==> src/rtl/vga_scan_out.sv <==
`default_nettype none
// ----------------------------------------------------------------------------
// vga_scan_out: pixel FIFO, raster timing and SOF-aligned VGA DAC output stage.
// Revision 1.0
// ----------------------------------------------------------------------------
module vga_scan_out #(
  parameter int H_ACTIVE   = 640,
  parameter int H_FP       = 16,
  parameter int H_SYNC     = 96,
  parameter int H_BP       = 48,
  parameter int V_ACTIVE   = 480,
  parameter int V_FP       = 10,
  parameter int V_SYNC     = 2,
  parameter int V_BP       = 33,
  parameter int FIFO_DEPTH = 16
) (
  input  logic        clk,
  input  logic        reset_n,
  input  logic [23:0] pix_data,
  input  logic        pix_sof,
  input  logic        pix_valid,
  output logic        pix_ready,
  output logic [7:0]  vga_r,
  output logic [7:0]  vga_g,
  output logic [7:0]  vga_b,
  output logic        vga_hs,
  output logic        vga_vs,
  output logic        vga_blank_n,
  output logic        vga_sync_n,
  output logic        frame_start,
  output logic        underflow,
  input  logic        underflow_clr
);

  localparam int H_TOTAL = H_ACTIVE + H_FP + H_SYNC + H_BP;
  localparam int V_TOTAL = V_ACTIVE + V_FP + V_SYNC + V_BP;
  localparam int HW      = $clog2(H_TOTAL);
  localparam int VW      = $clog2(V_TOTAL);
  localparam int AW      = $clog2(FIFO_DEPTH);
  localparam int CW      = AW + 1;

  localparam logic [HW-1:0] H_LAST   = HW'(H_TOTAL - 1);
  localparam logic [HW-1:0] H_ACT    = HW'(H_ACTIVE);
  localparam logic [HW-1:0] HS_BEGIN = HW'(H_ACTIVE + H_FP);
  localparam logic [HW-1:0] HS_END   = HW'(H_ACTIVE + H_FP + H_SYNC);
  localparam logic [VW-1:0] V_LAST   = VW'(V_TOTAL - 1);
  localparam logic [VW-1:0] V_ACT    = VW'(V_ACTIVE);
  localparam logic [VW-1:0] VS_BEGIN = VW'(V_ACTIVE + V_FP);
  localparam logic [VW-1:0] VS_END   = VW'(V_ACTIVE + V_FP + V_SYNC);
  localparam logic [CW-1:0] DEPTH_C  = CW'(FIFO_DEPTH);

  typedef enum logic [0:0] {
    SYNC = 1'b0,
    RUN  = 1'b1
  } state_t;

  // Raster counters
  logic [HW-1:0] h_cnt;
  logic [VW-1:0] v_cnt;
  logic          h_wrap;
  logic          active;
  logic          origin;
  logic          hs_zone;
  logic          vs_zone;

  assign h_wrap  = (h_cnt == H_LAST);
  assign active  = (h_cnt < H_ACT) && (v_cnt < V_ACT);
  assign origin  = (h_cnt == '0) && (v_cnt == '0);
  assign hs_zone = (h_cnt >= HS_BEGIN) && (h_cnt < HS_END);
  assign vs_zone = (v_cnt >= VS_BEGIN) && (v_cnt < VS_END);

  always_ff @(posedge clk or negedge reset_n) begin
    if (!reset_n) begin
      h_cnt <= '0;
      v_cnt <= '0;
    end else begin
      h_cnt <= h_wrap ? '0 : h_cnt + 1'b1;
      if (h_wrap) begin
        v_cnt <= (v_cnt == V_LAST) ? '0 : v_cnt + 1'b1;
      end
    end
  end

  // Pixel FIFO, entries are {sof, rgb}
  logic [24:0]   mem [FIFO_DEPTH];
  logic [AW-1:0] wr_ptr;
  logic [AW-1:0] rd_ptr;
  logic [CW-1:0] count;
  logic [CW-1:0] count_nxt;
  logic          push;
  logic          pop;
  logic          empty;
  logic [24:0]   head;

  assign push  = pix_valid && pix_ready;
  assign empty = (count == '0);
  assign head  = mem[rd_ptr];

  always_comb begin
    count_nxt = count;
    if (push && !pop) begin
      count_nxt = count + 1'b1;
    end else if (pop && !push) begin
      count_nxt = count - 1'b1;
    end
  end

  always_ff @(posedge clk) begin
    if (push) begin
      mem[wr_ptr] <= {pix_sof, pix_data};
    end
  end

  // Ready is registered so it sits low through reset and never sees a same-cycle pop
  always_ff @(posedge clk or negedge reset_n) begin
    if (!reset_n) begin
      wr_ptr    <= '0;
      rd_ptr    <= '0;
      count     <= '0;
      pix_ready <= 1'b0;
    end else begin
      if (push) begin
        wr_ptr <= wr_ptr + 1'b1;
      end
      if (pop) begin
        rd_ptr <= rd_ptr + 1'b1;
      end
      count     <= count_nxt;
      pix_ready <= (count_nxt != DEPTH_C);
    end
  end

  // Frame alignment state machine
  state_t state;
  state_t state_nxt;
  logic   show;
  logic   err;

  always_ff @(posedge clk or negedge reset_n) begin
    if (!reset_n) begin
      state <= SYNC;
    end else begin
      state <= state_nxt;
    end
  end

  always_comb begin
    state_nxt = state;
    pop       = 1'b0;
    show      = 1'b0;
    err       = 1'b0;
    case (state)
      SYNC: begin
        if (!empty) begin
          if (!head[24]) begin
            pop = 1'b1;
          end else if (origin) begin
            pop       = 1'b1;
            show      = 1'b1;
            state_nxt = RUN;
          end
        end
      end
      RUN: begin
        if (active) begin
          // A misplaced or missing sof stays in the FIFO to realign the next frame
          if (empty || (head[24] != origin)) begin
            err       = 1'b1;
            state_nxt = SYNC;
          end else begin
            pop  = 1'b1;
            show = 1'b1;
          end
        end
      end
      default: state_nxt = SYNC;
    endcase
  end

  // Output register stage
  always_ff @(posedge clk or negedge reset_n) begin
    if (!reset_n) begin
      vga_r       <= '0;
      vga_g       <= '0;
      vga_b       <= '0;
      vga_hs      <= 1'b1;
      vga_vs      <= 1'b1;
      vga_blank_n <= 1'b0;
      frame_start <= 1'b0;
      underflow   <= 1'b0;
    end else begin
      {vga_r, vga_g, vga_b} <= show ? head[23:0] : 24'h000000;
      vga_hs      <= !hs_zone;
      vga_vs      <= !vs_zone;
      vga_blank_n <= active;
      frame_start <= origin;
      if (err) begin
        underflow <= 1'b1;
      end else if (underflow_clr) begin
        underflow <= 1'b0;
      end
    end
  end

  assign vga_sync_n = 1'b0;

endmodule
`default_nettype wire

==> config.mk <==
export PLATFORM = sky130hd
export DESIGN_NAME = vga_scan_out
export DESIGN_NICKNAME = d
export VERILOG_FILES = /design/src/rtl/vga_scan_out.sv
export SDC_FILE = /design/constraint.sdc
export NUM_CORES = 1
export LEC_CHECK = 0
export CORE_MARGIN = 5
export CORE_UTILIZATION = 40
export DETAILED_ROUTE_END_ITERATION = 16
export PLACE_DENSITY = 0.66
export SLEW_MARGIN = 20
export SYNTH_ARGS = -nofsm -noshare
export SYNTH_HDL_FRONTEND = slang
export SYNTH_SLANG_ARGS = --single-unit
export TNS_END_PERCENT = 10
==> constraint.sdc <==
create_clock -name clk -period 4.4 [get_ports clk]
set_input_delay 0.66 -clock clk [delete_from_list [all_inputs] [get_ports clk]]
set_output_delay 0.66 -clock clk [all_outputs]
set_load 0.05 [all_outputs]
-- Yosys cells after proc, flatten, opt, wreduce, memory -nomap -nowiden
Memories as Yosys holds them, arrays and structs flattened.
Index checks and enable logic that the tools add are counted.
- latch bits: 0
- logic and storage cells: 72
- input bits: 29
- memories kept: 1
- bits in writable memories: 400
- ROM bits: 0
- output and inout port bits: 31
- bits in registers: 64
- divide/modulo/power cells: 0
- order comparisons: 6
- multipliers: 0
- bitwise gates (word level): 1
- reductions and logical operators: 16
- mux-type cells: 23
- $add $sub $neg: 6
- equal/unequal tests: 4
- shifts and indexed selects: 0
- memory list (name ; words ; width ; read ports ; clocked after memory_dff ; write ports ; line ; source):
    mem ; 16 ; 25 ; 1 ; 0 ; 1 ; 85 ; logic [24:0] mem [FIFO_DEPTH];
- operator list (operator ; number):
    $mux W24 ; 1
    $add A10 B1 Y10 const B ; 2
    $eq A10 B10 Y1 const B ; 2
    $logic_not A10 Y1 ; 2
    $lt A10 B10 Y1 const B ; 2
    $lt A10 B9 Y1 const B ; 2
    $mux W10 ; 2
    $mux W1 ; 15
    $ge A10 B10 Y1 const B ; 1
    $ge A10 B9 Y1 const B ; 1
    $mux W5 ; 2
    $add A4 B1 Y4 const B ; 2
    $logic_and A1 B1 Y1 ; 7
    $pmux W1 S2 ; 3
    $add A5 B1 Y5 const B ; 1
    $logic_not A5 Y1 ; 1
    $ne A5 B5 Y1 const B ; 1
    $sub A5 B1 Y5 const B ; 1
    $logic_not A1 Y1 ; 4
    $reduce_bool A2 Y1 ; 1
    $logic_or A1 B1 Y1 ; 1
    $ne A1 B1 Y1 ; 1
    $not A1 Y1 ; 1

-- Depth between registers and ports, before layout
Gate-level depths: netlist (run 1).
- depth in word-level cells: 11
- mapped depth: 10
- gate-level depth less buffers: 10

-- Worst setup path after synthesis (run 1)
No wires, ideal clock.
- kind: reg-to-reg
- from: reg rd_ptr[0]
- to: reg pix_ready
- path buffers: 2
- path slack: 869 ps
- arrival: 3393 ps
- stages on the path, launching flop included: 11
- data required time: 4262 ps
- path through: dfrtp_1 > buf_2 > buf_2 > mux4_2 > mux4_2 > ha_1 > and3b_1 > a31o_1 > mux2i_1 > xor2_1 > or4b_1
- cells in the longest elaborated chain, start to end: 10
- elaborated cells on any way between the ends: 14
- those cells by class: 2 x eq/ne; 7 x mux; 4 x reduce/logical; 1 x memory
- RTL lines (what ; line ; source):
    from (decl) ; 87 ; logic [AW-1:0] rd_ptr;
    from (signal assigned) ; 126 ; rd_ptr <= rd_ptr + 1'b1;
    $mem_v2 Z16 W25 * ; n/a ;
    $ne A1 B1 Y1 ; 167 ; if (empty || (head[24] != origin)) begin
    $logic_or A1 B1 Y1 ; 167 ;
    $mux W1 ; 167 ;
    $mux W1 ; 165 ; if (active) begin
    $pmux W1 S2 * ; 152 ; case (state)
    $logic_and A1 B1 Y1 or $logic_not A1 Y1 (tied branches) ; 103, 101 ;
    $mux W5 or $logic_and A1 B1 Y1 (tied branches) ; 103, 101 ;
    $mux W5 * ; 101 ; if (push && !pop) begin
    via count_nxt[3] ; 89 ; logic [CW-1:0] count_nxt;
    $ne A5 B5 Y1 * ; 129 ; pix_ready <= (count_nxt != DEPTH_C);
    to (signal assigned) ; 129 ;
    to (decl) ; 22 ; output logic pix_ready,
The timed path passes the listed nets; every way through them passes the cells marked *.
A chain may end at the register's enable or synchronous reset.

-- Worst setup path in the final report (run 1)
Ends and elaborated chain as after synthesis.

==> results of run 1 <==
sequential cells by signal (all words and copies together), names as in the netlist:
signal and flops:
count 5, frame_start 1, h_cnt 10, mem 400, pix_ready 1, rd_ptr 4, state 1, underflow 1
v_cnt 10, vga_b 8, vga_blank_n 1, vga_g 8, vga_hs 1, vga_r 8, vga_vs 1, wr_ptr 4
critical path, stage by stage (launching register included):
cell and delay, ns:
dfrtp_4 0.71, mux4_2 0.56, mux4_2 0.49, ha_1 0.31
and3b_1 0.27, a31o_1 0.29, mux2i_1 0.26, xor2_1 0.11
or4b_1 0.52
per-layer routing:
metal / vias to the layer above / track usage (%) / wire, um
met5: - / 0 / 0
met4: 0 / 3.74 / 778
met3: 58 / 2.93 / 2110
met2: 242 / 23.8 / 17900
met1: 4386 / 21.4 / 16100
li1: 3601 / - / -
power groups by stage:
stage | clock network, mW | registers (mW) | logic [mW]
final | 3.95 | 5.47 | 3.05
after global routing | 4.22 | 5.51 | 3.32
after global placement | 0 | 5.55 | 3.07
after floorplan | 0 | 5.44 | 2.42
after detailed placement | 0 | 5.56 | 3.10
after CTS | 4.03 | 5.47 | 3.11
worst min path at each step:
stage	cells past startpoint	start	to	slack [ns]
4_1_cts	1	reset_n	vga_b[7]$_DFF_PN0_	0.30
3_3_place_gp	1	underflow$_DFFE_PN0P_	underflow$_DFFE_PN0P_	0.48
3_5_place_dp	1	v_cnt[1]$_DFFE_PN0N_	vga_vs$_DFF_PN1_	0.48
2_1_floorplan	0	reset_n	count[0]$_DFF_PN0_	0.36
6_report	1	reset_n	h_cnt[5]$_DFF_PN0_	0.10
5_1_grt	1	reset_n	h_cnt[2]$_DFF_PN0_	0.19
synth_stat cells, types with 3 or more instances:
cell / count / area share (%)
nand2_1: 19 / 0.40
inv_1: 10 / 0.21
clkbuf_1: 11 / 0.23
dfrtp_1: 62 / 8.6
a21oi_1: 3 / 0.083
and2_1: 13 / 0.45
buf_2: 13 / 0.36
mux4_2: 125 / 16
nor3_1: 8 / 0.22
nor2_1: 12 / 0.25
buf_1: 10 / 0.21
o31ai_1: 3 / 0.12
ha_1: 14 / 0.97
xnor2_1: 15 / 0.73
and3_1: 12 / 0.42
a31oi_1: 3 / 0.10
o21ai_0: 8 / 0.22
nand3_1: 12 / 0.33
edfxtp_1: 400 / 67
nand4_1: 8 / 0.28
xor2_1: 7 / 0.34
nor2b_1: 28 / 0.97
stage by stage:
stage | power, mW | worst slack, ns | utilization [%] | hold slack [ns]
finish | 12.5 | 0.750 | 46.9 | 0.102
detailed placement | 8.66 | 0.763 | 43.4 | 0.479
floorplan | 7.86 | 0.869 | - | 0.364
global route | 13.1 | 0.571 | 46.9 | 0.187
global placement | 8.62 | 0.847 | 43.4 | 0.479
CTS | 12.6 | 0.751 | 46.9 | 0.302
cell families (layout without fill, tap and decap cells):
kind of cell	count (synthesis)	after routing	share of synthesized area (%)
flip-flops	464	464	75.5
buffers and inverters	48	164	1.19
other	1	1	0.0208
XOR/XNOR	22	22	1.07
multiplexers	128	128	15.8
adder cells (fa/ha/maj)	14	14	0.971
AO/OA/AOI/OAI	31	31	1.21
AND/OR/NAND/NOR	131	131	4.25
cell usage in the layout, fill, tap and decap left out, types with 9 or more instances in the layout:
| cell | count |
|---|---|
| ha_1 | 14 |
| nor2b_1 | 28 |
| mux4_2 | 125 |
| clkbuf_1 | 11 |
| clkdlybuf4s50_1 | 57 |
| dfrtp_1 | 59 |
| and2_2 | 12 |
| clkinv_2 | 9 |
| edfxtp_1 | 400 |
| nand3_1 | 12 |
| xnor2_1 | 15 |
| inv_1 | 10 |
| nand2_1 | 19 |
| clkbuf_16 | 48 |
| nor2_1 | 12 |
area by class of cell:
class | count | area [um^2]
Clock buffer | 61 | 1270
Multi-Input combinational cell | 327 | 4230
Sequential cell | 464 | 13600
Clock inverter | 27 | 279
Inverter | 11 | 41.3
Tap cell | 592 | 741
Timing Repair Buffer | 65 | 638
Fill cell | 3634 | 23600
==> metrics, run 1 <==
first-pass GRT wire length=55800 um; Int Pwr=9.11 mW; DIE WIDTH=222 um; number of synthesized flops with an enable pin=400; Logic pwr share=24.5%; Post-Route Skew=~0.023 ns; sequential share of the synthesized area=75.5%; vias in the first global route=8694; routability cong.=around 0.74; CTS clock-pin slew for the worst setup and hold paths=0.06 ns; syn_nets=882; VDD IR max=0.404 mV; Startpoint Class=register; nets=959; initial drt markers=729; fraction of layout cells with a size suffix above 1=24.7%; Psw=approximately 3.4 mW; DR vias/cell=5.36; final instance area=0.0208 mm^2; Buffers on Ports=between 50 and 60; dpl cells=1459; CTS max path bufs=3; Skew-Pair Late Insertion Delay=0.57 ns; total of max-cap violations=0; Routed Antenna Nets=0; Tmin final=3.65 ns; Reg2Reg Depth=8; hold_buf cts=0; Worst R2R Start=rd_ptr[0]$_DFFE_PN0P_; Fmax=around 270 MHz; Syn Area/Cell=21.5 um^2; required time of the critical path=4.84 ns; Net Sw Frac=between 20% and 30%; clock share of power=31.7%; core area=0.0444 mm^2; Die Span Y=222 um; initial antenna violation count=0; CTS tree=yes; grt total ovfl=0; Post-route DRC=0; Lkg Pwr=6.82 nW; Critical Path AT=4.09 ns; Non-Filler Instances=1547; Setup Fix Bufs, Post-CTS=0; synthesis-stage register bit count=464; pwr dens=599 mW/mm^2; Final Cycle Share=83.0%; TritonCTS Buffers=47; crit path kind=reg2reg; post-CTS resize count=0; FFs w/ async S/R, synth=13.8%; io pins=60; DR vias=8287; detailed-placement wirelength estimate=18300 um; Rows=77; Total GRT Usage=14.9%; type of the worst min-delay path=in2async; Ys Warns=0; Synth cell types=56; Area Growth Syn to Fin=15.5%; # diodes=0; Least-Margin Pin Slew=1.03 ns; Slew Limit Fails=0; Fin. Hold Viols=0; dpl cell area=0.0193 mm^2; setup TNS=0 ns; reg2reg end=pix_ready$_DFF_PN0_; CP max FO=22; DRT Pass-1 Iters=5; Starting Density=40.6%; H-tree levels=2; CTS sink count=464; Critical path origin=rd_ptr[0]$_DFFE_PN0P_; slew margin rel.=31.0%; dominant synthesized flop cell=edfxtp_1; run status=finished clean; RSZ-0062 raised after global routing=no; Post-Syn Instances=839; pin count of the biggest net entering global routing=between 60 and 70; drt wl/cell=23.9 um; reg2reg setup slack=0.75 ns; setup violators final=0; CP Capture Point=pix_ready$_DFF_PN0_; Setup crit end kind=register; Mapped Area=between 0.015 and 0.02 mm^2; root buffer cell=clkbuf_16; Routed Wire Length=36900 um; Seq pwr share=between 40 and 50%; Die Footprint=0.0494 mm^2
Note: power is estimated with default switching activity, not from simulation.
==> inputs of run 2 (changes only) <==
Settings changed: PLACE_DENSITY 0.66 to 0.68.
Clock period 4.4 ns to 3.06 ns, I/O delays scaled along.
==> run 2 against run 1 <==
Compared with the run above: the run now ends with negative hold slack, negative setup slack left; critical path type unchanged; cell count up 3.6%; sequential cell count unchanged; highest routed layer is now met5; combinational power up 57%; utilization up 1.1 points; clock skew down 0.0018 ns; largest power group unchanged; clock power up 38%; critical endpoint unchanged.
==> metrics, run 2 (synthesized netlist as in run 1, its figures left out) <==
first-pass GRT wire length=57100 um; CTS sink count=~460; hold_buf cts=0; required time of the critical path=3.50 ns; Die Footprint=0.0494 mm^2; root buffer cell=clkbuf_16; reg2reg setup slack=-0.14 ns; fraction of layout cells with a size suffix above 1=roughly 29%; Critical Path AT=~3.6 ns; grt total ovfl=0; type of the worst min-delay path=in2async; Fmax=312 MHz; most frequent CP cell=mux4_2; Final Cycle Share=105%; PnR worst setup slack=-0.143 ns; drt wl/cell=23.4 um; core area=0.0444 mm^2; CTS max path bufs=3; reg2reg end=pix_ready$_DFF_PN0_; VDD IR max=0.560 mV; Reg2Reg Depth=8; detailed-placement wirelength estimate=20600 um; DR vias/cell=5.41; Seq pwr share=between 40% and 50%; total of max-cap violations=0; Pwr Total=18.0 mW; CP max FO=5; Routed Wire Length=37500 um; dpl cells=1512; H-tree levels=2; slowest stage cell, crit path=mux4_2; CP Cell Sequence=mux4_2 > mux4_2 > ha_4 > and3b_2 > a31oi_4 > o31ai_1 > o32ai_1 > or4b_1; Startpoint Class=register; routability cong.=around 0.76; Tmin final=3.20 ns; Post-Route Skew=0.0208 ns; Post-route DRC=0; pwr dens=845 mW/mm^2; # diodes=0; Logic pwr share=26.5%; DIE WIDTH=222 um; Psw=around 4.9 mW; Area Growth Syn to Fin=18.2%; run status=finished, violations left; post-layout util=between 40 and 50%; TritonCTS Buffers=47; Worst R2R Start=rd_ptr[0]$_DFFE_PN0P_; Total GRT Usage=15.2%; Slew Limit Fails=0; Crit path largest cell delay=0.53 ns; Starting Density=40.6%; DR vias=a little under 9000; CTS clock-pin slew for the worst setup and hold paths=0.06 ns; slew margin rel.=a little over a third; setup TNS=-0.143 ns; Non-Filler Instances=1602; Lkg Pwr=7.12 nW; Net Sw Frac=27.3%; crit path kind=reg2reg; commonest cells after routing, fill and taps aside=edfxtp_1, mux4_2, dfrtp_1; Hold Worst Slack=-0.0120 ns; nets=1014; Buffers on Ports=58; failing checks=negative hold slack, negative setup slack; RSZ-0062 raised after global routing=yes; Die Span Y=222 um; Rows=77; pin count of the biggest net entering global routing=between 50 and 60; vias in the first global route=8976; Int Pwr=~13 mW; initial drt markers=806; Largest regs=mem x400, h_cnt x10, v_cnt x10; initial antenna violation count=1; clock share of power=between 30% and 40%; Skew-Pair Late Insertion Delay=between 0.5 and 0.6 ns; CTS tree=yes; Routed Antenna Nets=0; commonest non-fill, non-tap cell in the layout=edfxtp_1; DRT Pass-1 Iters=5; Largest register FFs=400; io pins=60; setup violators final=1; Least-Margin Pin Slew=0.977 ns; Top reg by flops=mem; Setup crit end kind=register; Fin. Hold Viols=13
[run 2: changes by cell type in the layout (fill, tap and decap cells not counted), sizes merged]
cell / change
bufinv: -3
clkinvlp: -4
clkbuf: +3
inv: +1
clkinv: +3
buf: +55
[run 2: power groups by stage]
stage               clock, mW  combinational (mW)  sequential [mW]
finish                   5.44                4.78             7.79
global placement            0                4.80             7.89
detailed placement          0                4.82             7.92
global route             5.86                5.14             7.84
CTS                      5.57                4.86             7.80
floorplan                   0                3.56             7.82
[run 2: what timing repair did]
action / 4_1_cts / 5_1_grt
setup endpoints to repair: 4 / 5
pin swaps: 5 / 1
resized for setup: 3 / 2
buffers inserted: 2 / 0
[run 2: through the flow]
stage,setup slack [ns],cell area [um^2]
final,-0.143,21300
after global routing,-0.221,21300
after CTS,-0.129,21300
after detailed placement,-0.211,19800
after global placement,-0.136,19800
after floorplan,-0.212,18100
[run 2: final cells by class]
cell class / count / area [um^2]
fillers: 3584 / 23100
flip-flops and latches: 464 / 13600
multi-input cells: 327 / 4280
clock buffers: 64 / 1290
repair buffers: 120 / 1160
well taps: 592 / 741
clock inverters: 24 / 184
inverters: 11 / 41.3
[run 2: worst max path at each step]
stage	start	to	slack, ns	cells past startpoint
5_1_grt	rd_ptr[0]$_DFFE_PN0P_	pix_ready$_DFF_PN0_	-0.22	8
6_report	rd_ptr[0]$_DFFE_PN0P_	pix_ready$_DFF_PN0_	-0.14	8
3_3_place_gp	h_cnt[0]$_DFF_PN0_	pix_ready$_DFF_PN0_	-0.14	10
2_1_floorplan	rd_ptr[0]$_DFFE_PN0P_	pix_ready$_DFF_PN0_	-0.21	10
3_5_place_dp	h_cnt[0]$_DFF_PN0_	pix_ready$_DFF_PN0_	-0.21	10
4_1_cts	rd_ptr[0]$_DFFE_PN0P_	pix_ready$_DFF_PN0_	-0.13	8
[run 2: worst max-delay path: cells and delay by family, from the launching register on]
family          cells  cell delay (ns)
compound gates      3             0.52
fa+ha+maj           1             0.29
mux                 2             1.03
flops               1             0.46
simple gates        2             0.75
[run 2: routing by layer]
layer	track usage (%)	share of wire, %	up-vias
li1	-	-	3713
met1	21.5	43	4616
met2	24.7	49	272
met3	2.86	6.1	56
met4	3.83	1.8	2
met5	0	0.032	-
==> inputs of run 3 (changes only) <==
Settings changed: CTS_BUF_LIST from default to sky130_fd_sc_hd__clkbuf_4.
==> run 3 against run 2 <==
Compared with the run above: the run ends with negative setup slack left; utilization is 0.13 points higher; sequential share of layout area fell by 0.18 points; via count is 5.3% higher; register-to-register slack worse by 0.02 ns; setup slack got worse by 0.022 ns; critical path depth stayed put; sequential cell count did not move; clock skew grew 0.038 ns; non-clock buffer count is 2 higher; sequential power barely moved; wire length increased by 0.62%.
==> metrics, run 3 (synthesized netlist as in run 1, its figures left out) <==
Hold Path End=underflow$_DFFE_PN0P_; total of max-cap violations=0; failing checks=negative setup slack; setup TNS=-0.165 ns; number of fill cells in the layout=3671; Worst Hold Depth=3; Int Pwr=12.7 mW; slew margin rel.=36.0%; DIE WIDTH=222 um; initial drt markers=between 700 and 800; Tmin final=3.23 ns; Slew Limit Fails=0; DR vias/cell=5.27; Fmax=310 MHz; pwr dens=slightly above 800 mW/mm^2; most frequent CP cell=mux4_2; slowest stage cell, crit path=mux4_2; Lkg Pwr=7.31 nW; Routed Antenna Nets=0; core area=0.0444 mm^2; Fin. Hold Viols=0; root buffer cell=clkbuf_4; Net Sw Frac=between 20% and 30%; required time of the critical path=between 3 and 4 ns; Post-Route Skew=0.0587 ns; crit path kind=reg2reg; Largest register FFs=400; CP Cell Sequence=mux4_2 > mux4_2 > ha_4 > and3b_2 > a31oi_4 > o31ai_1 > o32ai_1 > or4b_1; Reg2Reg Depth=8; Startpoint Class=register; DRT Pass-1 Iters=5; Rows=77; Seq pwr share=44.1%; CTS tree=yes; CTS max path bufs=3; run status=finished, violations left; H-tree levels=3; CP max FO=5; TritonCTS Buffers=114; VDD IR max=about 0.56 mV; Critical Path Stages=8; Starting Density=40.6%; nets=1083; hold wc startpoint=underflow_clr; Skew-Pair Late Insertion Delay=0.81 ns; commonest cells after routing, fill and taps aside=edfxtp_1, clkbuf_4, mux4_2; grt total ovfl=0; CTS sink count=464; clock share of power=roughly 29%; first-pass GRT wire length=58100 um; Die Span Y=222 um; CP top delay family=multiplexers; RSZ-0062 raised after global routing=yes; reg2reg end=pix_ready$_DFF_PN0_; Logic pwr share=27.2%; Routed Wire Length=37700 um; Crit path largest cell delay=around 0.53 ns; CTS clock-pin slew for the worst setup and hold paths=0.07 ns; pin count of the biggest net entering global routing=58; routability cong.=0.764; Largest regs=mem x400, h_cnt x10, v_cnt x10; Setup crit end kind=register; Least-Margin Pin Slew=0.960 ns; Total GRT Usage=15.4%; Buffers on Ports=58; vias in the first global route=9590; drt wl/cell=21.8 um; DR vias=just over 9000; Psw=4.96 mW; type of the worst min-delay path=in2reg; Post-route DRC=0; setup violators final=1; Critical Path AT=3.85 ns; Worst R2R Start=rd_ptr[0]$_DFFE_PN0P_; Die Footprint=0.0494 mm^2; Area Growth Syn to Fin=18.5%; Pwr Total=roughly 18 mW; Buffers & Inverters on Critical Path=0; fraction of layout cells with a size suffix above 1=36.5%; detailed-placement wirelength estimate=20600 um; commonest non-fill, non-tap cell in the layout=edfxtp_1; reg2reg setup slack=-0.17 ns; Final Cycle Share=105%; PnR worst setup slack=-0.165 ns; post-layout util=48.1%; Top reg by flops=mem; initial antenna violation count=3; io pins=60
## run 3: cell count changes in the layout (fill, tap and decap cells not counted), sizes merged
cell | previous run | this run
clkbuf | 64 | 172
clkinv | 20 | 34
diode | 0 | 4
buf | 63 | 64
dlygate4sd3 | 0 | 1
inv | 13 | 14
## run 3: power by group through the flow
stage / sequential (mW) / combinational [mW] / clock, mW
final: 7.79 / 4.81 / 5.08
after global routing: 7.84 / 5.16 / 5.64
after CTS: 7.79 / 4.87 / 5.26
after detailed placement: 7.92 / 4.82 / 0
after global placement: 7.89 / 4.80 / 0
after floorplan: 7.82 / 3.56 / 0
## run 3: per-layer routing
metal	routed length [um]	up-vias	part of all wire, %	global-route usage, %
li1	-	3956	-	-
met1	15900	4777	42	21.3
met2	18700	313	50	24.6
met3	2450	66	6.5	3.72
met4	660	2	1.8	4.49
met5	11	-	0.029	0
## run 3: timing repair
item                       CTS  global route
hold endpoints to repair    50             0
cloned                       0             0
hold buffers                 1             0
resized for setup            3             4
setup buffers                3             0
pin swaps                    5             2
setup endpoints to repair    3             5
## run 3: final cells by class
class / instances / area (um^2) / share of cell area [%]
sequential: 464 / 13600 / 63.7
multi-input combinational: 327 / 4280 / 20.0
clock buffer: 172 / 1290 / 6.04
timing repair buffer: 122 / 1180 / 5.51
tap: 592 / 741 / 3.47
clock inverter: 39 / 208 / 0.972
inverter: 11 / 41.3 / 0.193
antenna: 4 / 10.0 / 0.0468
## run 3: per-stage QoR
step / hold WS, ns / instance area, um^2 / worst slack, ns / instances
after CTS: 0.212 / 21400 / -0.145 / 1727
final: 0.299 / 21400 / -0.165 / 1731
after floorplan: 0.163 / 18100 / -0.212 / 839
after global routing: 0.255 / 21400 / -0.248 / 1730
after global placement: 0.485 / 19800 / -0.136 / 1512
after detailed placement: 0.499 / 19800 / -0.211 / 1512
## run 3: how the worst max path moves through the flow
stage	slack [ns]	endpoint	from
finish	-0.17	pix_ready$_DFF_PN0_	rd_ptr[0]$_DFFE_PN0P_
global route	-0.25	pix_ready$_DFF_PN0_	rd_ptr[0]$_DFFE_PN0P_
CTS	-0.14	pix_ready$_DFF_PN0_	rd_ptr[0]$_DFFE_PN0P_
detailed placement	-0.21	pix_ready$_DFF_PN0_	h_cnt[0]$_DFF_PN0_
global placement	-0.14	pix_ready$_DFF_PN0_	h_cnt[0]$_DFF_PN0_
floorplan	-0.21	pix_ready$_DFF_PN0_	rd_ptr[0]$_DFFE_PN0P_
## run 3: worst reg2reg max path: cells and delay by family, from the launching register on
family / cells / cell delay (ns)
fa+ha+maj: 1 / 0.29
compound gates: 3 / 0.52
mux: 2 / 1.03
flops: 1 / 0.46
simple gates: 2 / 0.75
